[src/rtl/seq_shift_add_multiplier.sv]
// seq_shift_add_multiplier
//   Iterative shift-and-add multiplier, WIDTH x WIDTH -> 2*WIDTH.
//   One partial product per clock. Valid/ready handshakes on both sides.
//   FSM: IDLE (accept operands) -> BUSY (WIDTH iterations) -> DONE (hold result).
//   Optional macro MULT_SIGNED_EN: operands and product are two's complement.
//   The datapath multiplies magnitudes and negates the result when the operand
//   signs differ. Without the macro the block is purely unsigned.
module seq_shift_add_multiplier #(
  parameter int WIDTH = 8,
  localparam int CNT_W = $clog2(WIDTH + 1)
) (
  input  logic                 clk,
  input  logic                 reset,
  input  logic                 in_valid,
  output logic                 in_ready,
  input  logic [WIDTH-1:0]     a,
  input  logic [WIDTH-1:0]     b,
  output logic                 out_valid,
  input  logic                 out_ready,
  output logic [2*WIDTH-1:0]   product,
  output logic                 busy
);

  localparam logic [1:0] S_IDLE = 2'd0;
  localparam logic [1:0] S_BUSY = 2'd1;
  localparam logic [1:0] S_DONE = 2'd2;

  localparam logic [CNT_W-1:0] LAST_ITER = CNT_W'(WIDTH - 1);

  logic [1:0]           state_q,   state_d;
  logic                 in_ready_q, in_ready_d;
  logic [2*WIDTH-1:0]   acc_q,     acc_d;
  logic [2*WIDTH-1:0]   mcand_q,   mcand_d;
  logic [WIDTH-1:0]     mplier_q,  mplier_d;
  logic [CNT_W-1:0]     count_q,   count_d;
  logic [2*WIDTH-1:0]   product_q, product_d;

  // Operand magnitudes captured at acceptance, and the value loaded into
  // product on the final iteration.
  logic [WIDTH-1:0]     a_mag;
  logic [WIDTH-1:0]     b_mag;
  logic [2*WIDTH-1:0]   acc_sum;
  logic [2*WIDTH-1:0]   result;

`ifdef MULT_SIGNED_EN
  logic neg_q, neg_d;

  // Magnitudes and result sign. -2^(W-1) negates to 2^(W-1), which still fits
  // in WIDTH bits when read as unsigned, so the most negative operand is exact.
  always_comb begin
    a_mag  = a[WIDTH-1] ? (~a + 1'b1) : a;
    b_mag  = b[WIDTH-1] ? (~b + 1'b1) : b;
    result = neg_q ? (~acc_sum + 1'b1) : acc_sum;
  end
`else
  // Unsigned build: operands go straight into the datapath.
  always_comb begin
    a_mag  = a;
    b_mag  = b;
    result = acc_sum;
  end
`endif

  // Partial-product add for the current iteration; 2*WIDTH bits cannot overflow.
  assign acc_sum = acc_q + (mplier_q[0] ? mcand_q : '0);

  // Next-state logic for the FSM and datapath.
  always_comb begin
    // NOTE: every variable gets a default first so no path leaves it unassigned,
    // which would otherwise infer a latch.
    state_d   = state_q;
    acc_d     = acc_q;
    mcand_d   = mcand_q;
    mplier_d  = mplier_q;
    count_d   = count_q;
    product_d = product_q;
`ifdef MULT_SIGNED_EN
    neg_d     = neg_q;
`endif
    unique case (state_q)
      S_IDLE: begin
        // in_ready_q is only set while idle, so it alone qualifies the accept.
        if (in_ready_q && in_valid) begin
          mcand_d  = {{WIDTH{1'b0}}, a_mag};
          mplier_d = b_mag;
          acc_d    = '0;
          count_d  = '0;
`ifdef MULT_SIGNED_EN
          neg_d    = a[WIDTH-1] ^ b[WIDTH-1];
`endif
          state_d  = S_BUSY;
        end
      end
      S_BUSY: begin
        acc_d    = acc_sum;
        mcand_d  = mcand_q << 1;
        mplier_d = mplier_q >> 1;
        count_d  = count_q + 1'b1;
        if (count_q == LAST_ITER) begin
          product_d = result;
          state_d   = S_DONE;
        end
      end
      S_DONE: begin
        if (out_ready) begin
          state_d = S_IDLE;
        end
      end
      default: begin
        state_d = S_IDLE;
      end
    endcase
    // Registered so in_ready stays low during reset and rises on the first edge
    // after it; this also produces the one-cycle bubble after the output handshake.
    in_ready_d = (state_d == S_IDLE);
  end

  // State and datapath registers.
  // NOTE: reset is asynchronous (in the sensitivity list) so an abort clears the
  // outputs immediately, without waiting for a clock edge.
  always_ff @(posedge clk or posedge reset) begin
    if (reset) begin
      state_q    <= S_IDLE;
      in_ready_q <= 1'b0;
      acc_q      <= '0;
      mcand_q    <= '0;
      mplier_q   <= '0;
      count_q    <= '0;
      product_q  <= '0;
`ifdef MULT_SIGNED_EN
      neg_q      <= 1'b0;
`endif
    end else begin
      // NOTE: non-blocking assignments so every register samples the values
      // from before this edge, regardless of statement order.
      state_q    <= state_d;
      in_ready_q <= in_ready_d;
      acc_q      <= acc_d;
      mcand_q    <= mcand_d;
      mplier_q   <= mplier_d;
      count_q    <= count_d;
      product_q  <= product_d;
`ifdef MULT_SIGNED_EN
      neg_q      <= neg_d;
`endif
    end
  end

  assign in_ready  = in_ready_q;
  assign out_valid = (state_q == S_DONE);
  assign busy      = (state_q == S_BUSY);
  assign product   = product_q;

endmodule

[config.mk]
export PLATFORM = sky130hd
export DESIGN_NAME = seq_shift_add_multiplier
export DESIGN_NICKNAME = d
export VERILOG_FILES = /design/src/rtl/seq_shift_add_multiplier.sv
export SDC_FILE = /design/constraint.sdc
export NUM_CORES = 1
export LEC_CHECK = 0
export ABC_CLOCK_PERIOD_IN_PS = 2200
export BUFFER_PORTS_ARGS = -buffer_cell sky130_fd_sc_hd__buf_2
export CORE_MARGIN = 10
export CORE_UTILIZATION = 52
export DETAILED_ROUTE_END_ITERATION = 7
export PLACE_DENSITY = 0.75
export SYNTH_ARGS = -nofsm -noshare
export SYNTH_HDL_FRONTEND = slang
export SYNTH_SLANG_ARGS = --single-unit
[constraint.sdc]
create_clock -name clk -period 2.2 [get_ports clk]
set_input_delay 0.22 -clock clk [delete_from_list [all_inputs] [get_ports clk]]
set_output_delay 0.22 -clock clk [all_outputs]
set_load 0.03 [all_outputs]
# After elaboration in Yosys (flattened, before gate mapping)
# Index checks and enable logic that the tools add are counted.
dict set report word_totals {
  register_bits 63
}
dict set report classes {
  add_sub_neg 2
  n_eq_ne 4
  muxes 13
  n_reduce_logical 6
}
# cell count
set ops {}
lappend ops {{case mux 16 bit (2 select lines)} 2}
lappend ops {{2-to-1 mux 16 bit} 3}
lappend ops {{adder 16 bit} 1}
lappend ops {{case mux 8 bit (2 select lines)} 1}
lappend ops {{2-to-1 mux 8 bit} 1}
lappend ops {{case mux 4 bit (2 select lines)} 1}
lappend ops {{2-to-1 mux 2 bit} 3}
lappend ops {{case mux 2 bit (3 select lines)} 1}
lappend ops {{adder 4 x 1 -> 4 bit, second input constant} 1}
lappend ops {{equality test 4 x 3 -> 1 bit, second input constant} 1}
lappend ops {{zero test 2 bit} 2}
lappend ops {{2-to-1 mux 4 bit} 1}
lappend ops {{AND reduction 2 bit} 2}
lappend ops {{equality test 2 x 1 -> 1 bit, second input constant} 1}
lappend ops {{equality test 2 bit, second input constant} 1}
lappend ops {{!= test 2 bit, second input constant} 1}
lappend ops {{nonzero test 2 bit} 1}
lappend ops {{logical AND 1 bit} 1}

# Longest topological paths before layout
dict set report logic_depth {
  ltp_word 4
  depth_mapped 10
  ltp_nobuf 9
}

# Worst setup path before layout
# OpenSTA, ideal clock, no wires.
dict set report synth_path {
  kind {reg2reg}
  from {reg mplier_q[0]}
  to {reg acc_q[14]}
  setup_time_ns 0.132
  arrival_ns 2.259
  t_required_ns 2.068
  setup_slack_ns -0.190
  path_stages_with_launch 10
  path_buffers 0
  cell_sequence {dfrtp_1 and2_1 ha_1 fa_1 a21o_1 a221oi_2 nor2b_1 a211oi_1 xor2_1 o21ai_1}
}
dict set report synth_via {
  elab_chain_len 3
}
# element line_no
set synth_rtl {}
lappend synth_rtl {{start, declared} 34} ;# logic [WIDTH-1:0] mplier_q, mplier_d;
lappend synth_rtl {{start signal, assigned} 140} ;# mplier_q <= mplier_d;
lappend synth_rtl {{2-to-1 mux 16 bit} 65} ;# assign acc_sum = acc_q + (mplier_q[0] ? mcand_q : '0);
lappend synth_rtl {{adder 16 bit} 65}
lappend synth_rtl {{case mux 16 bit (2 select lines)} 80} ;# unique case (state_q)
lappend synth_rtl {{end signal, assigned} 125} ;# acc_q <= '0;
lappend synth_rtl {{end signal, assigned} 138} ;# acc_q <= acc_d;
lappend synth_rtl {{end, declared} 32} ;# logic [2*WIDTH-1:0] acc_q, acc_d;
# No other way between the ends.
# A chain may end at the register's enable or synchronous reset.

# Final worst setup path
dict set report layout_path {
  from {reg mplier_q[0]}
  to {reg product_q[12] (netlist: product[12])}
}
dict set report layout_via {
  elab_chain_len 2
}
# element line_no
set layout_rtl {}
lappend layout_rtl {{2-to-1 mux 16 bit} 65}
lappend layout_rtl {{adder 16 bit} 65}
lappend layout_rtl {{end signal, assigned} 142} ;# product_q <= product_d;
lappend layout_rtl {{end, declared} 36} ;# logic [2*WIDTH-1:0] product_q, product_d;
# No other way between the ends.

==> metrics.cfg <==
[outcome]
status = complete, but fails checks
violations = negative setup slack

[timing]
hold_viol_final = 0
fin_crit_ps = 2490
relSlewSlack_pct = 56.5
rsz0062_at_grt = yes
fmax_mhz = 401
setup_viol = 18
slew_viol_final = 0
skew_ps = 8.90
tightest_slew_ps = 652
whs_ps = 85.9
setup_ws_ps = -293
finalCritPeriodShare_pct = 113

[die]
core_area_mm2 = 0.00592
pin_count = 39
die_w_um = 98.0
rows = 28
start_util_pct = 53.4
die_y_um = 98.0
die-area_mm2 = 0.00960

[yosys]
seq_area_frac_synth_pct = 49.8
synth_top_family_by_area = compound AO/OA/AOI/OAI gates
ys_ff_latch = 63
async_flop_share_pct = 100
yosys.area.top_type = dfrtp_1
synth_fa_ha_area_share_pct = 6.96
synthTopCellsByCount = dfrtp_1 (63), nand2_1 (47), nor2_1 (35)
synth_cells = 318
synth_xor_area_share_pct = 4.15
synth_edf_count = 0
synth_most_common_cell = dfrtp_1
syn_avg_cell_area_um2 = 9.95
synth_compound_area_share_pct = 19.1
synth_top_area_share_pct = 49.8
yosysWarnings = 0
synth.distinct_cells = 42
syn_nets = 355
synthFlopType = dfrtp_1
yosys.area_share.simple_pct = 15.7
syn_area_mm2 = 0.00316
synth_area_leaders = dfrtp_1 (50%), a22o_1 (6.4%), ha_1 (6.3%)
synth.area.mux_share_pct = 1.90

[clock_network]
cts_tree = yes
cts.path.max_buffers = 2
clk_latency_ps = 350
root_buffer = clkbuf_8
cts_sinks = 63
cts.clk_slew.worst_paths_ps = 80
cts_inserted_buffers = 9
cts_max_level = 3

[setup_path]
worstPathRequired_ps = 2440
worstSetupPathType = reg -> reg
start_kind = register
cp_max_fo = 4
worst-r2r-cell-count = 9
r2r_slack_ps = -290
critPathCaptureType = register
arrival_ps = 2730

[drt]
routed_wl_um = 8190
drc = 0
wl_per_cell_um = 17.5
ant_nets = 0
dr.pass1.iters = 4
drtIter0Drc = 129
viasPerCell = 5.60
vias = 2619

[placement]
portBuffers = 38
dpl.hpwl_um = 5310
place_area_mm2 = 0.00362
gp_congestion = 0.880

[cells_and_area]
drive_gt1_share_pct = 33.1
antennaDiodeCount = 0
nNetsFinal = 425
area_growth_pct = 30.1
fin_area_mm2 = 0.00412

[hold_path]
min_path_cells = 2
hold_class = in -> reg

[global_route]
overflow = 0
grt_antenna_before_repair = 0
grt_pass1_wl_um = 13200
grt_pass1_vias = 2672
grt_max_degree = 40
grt_util_all_layers_pct = 16.5

[job]
cap_violations = 0

worst paths after layout:
path | start | endpoint
min reg2reg | product[10] | product[10]
max reg2reg | mplier_q[0] | product[12]
max | mplier_q[0] | product[12]
min | b[7] | mplier_q[7]
min in group asynchronous | reset | product[2]
max in group asynchronous | reset | product[15]
layout by cell type, fill, tap and decap left out, types with 3 or more instances in the layout:
master | netlist | routed
inv_1 | 4 | 3
a22o_1 | 23 | 23
ha_1 | 16 | 8
o22ai_1 | 14 | 14
xnor2_2 | 0 | 4
buf_4 | 0 | 33
a21o_1 | 4 | 4
clkbuf_8 | 0 | 9
o21ai_1 | 2 | 4
buf_2 | 1 | 38
nand2_1 | 47 | 45
nor2_1 | 35 | 35
o21ai_2 | 0 | 3
xnor2_1 | 10 | 6
ha_4 | 0 | 7
mux2_2 | 4 | 3
clkinvlp_4 | 0 | 4
nand4_1 | 3 | 3
and2_1 | 16 | 15
a21oi_2 | 0 | 4
o21ai_0 | 15 | 10
xor2_1 | 5 | 5
dfrtp_1 | 63 | 62
a21oi_1 | 15 | 11
what timing repair did:
item / 4_1_cts / 5_1_grt
endpoints found under the hold margin: 24 / 0
gates resized for setup: 16 / 24
hold buffers: 1 / 0
pin swaps: 12 / 15
setup endpoints to repair: 13 / 20
buffers inserted: 2 / 5
cell type report:
class / count / area (µm²)
Clock inverter: 7 / 73.8
Sequential cell: 63 / 1580
Inverter: 5 / 18.8
Multi-Input combinational cell: 235 / 1750
Tap cell: 75 / 93.8
Fill cell: 427 / 1810
Timing Repair Buffer: 74 / 479
Clock buffer: 9 / 124
registers in the layout, summed over array words and instances, names as in the netlist:
register / count
product: 16
in_ready: 1
count_q: 4
acc_q: 16
mcand_q: 16
mplier_q: 8
state_q: 2
logic make-up (layout without fill, tap and decap cells):
kind of cell    Yosys count  count (layout)
simple gates            112             112
fa+ha+maj                17              17
compound gates           86              86
mux                       5               5
flops                    63              63
xor+xnor                 15              15
buf+inv                  20              95
per-layer routing:
layer  vias up  wire [µm]  share of wire (%)  global-route usage (%)
li1       1267          -                  -                       -
met4         0        223                2.7                    8.17
met3        21        404                4.9                    3.45
met1      1266       3480                 42                    20.2
met2        65       4080                 50                    26.9
met5         -          0                  0                       0
worst max-delay path, cell delays in order (launching register included):
cell,delay [ps]
dfrtp_2,430
and2_4,160
ha_4,160
fa_2,380
a21o_1,220
a221oi_2,350
nor2b_2,110
a21oi_2,210
xnor2_2,100
mux2_4,250
metrics by stage:
stage | setup TNS [ps] | setup WS [ps] | util [%] | std cells
6_report | -2850 | -293 | 69.5 | 468
5_1_grt | -4340 | -377 | 69.5 | 468
4_1_cts | -1040 | -141 | 66.9 | 463
3_5_place_dp | -1440 | -212 | 61.2 | 444
3_3_place_gp | -725 | -146 | 61.2 | 444
2_1_floorplan | -461 | -144 | - | 318
Power is not shown: default switching activity piles up to over one toggle a cycle in this logic, so the estimate is an artifact.
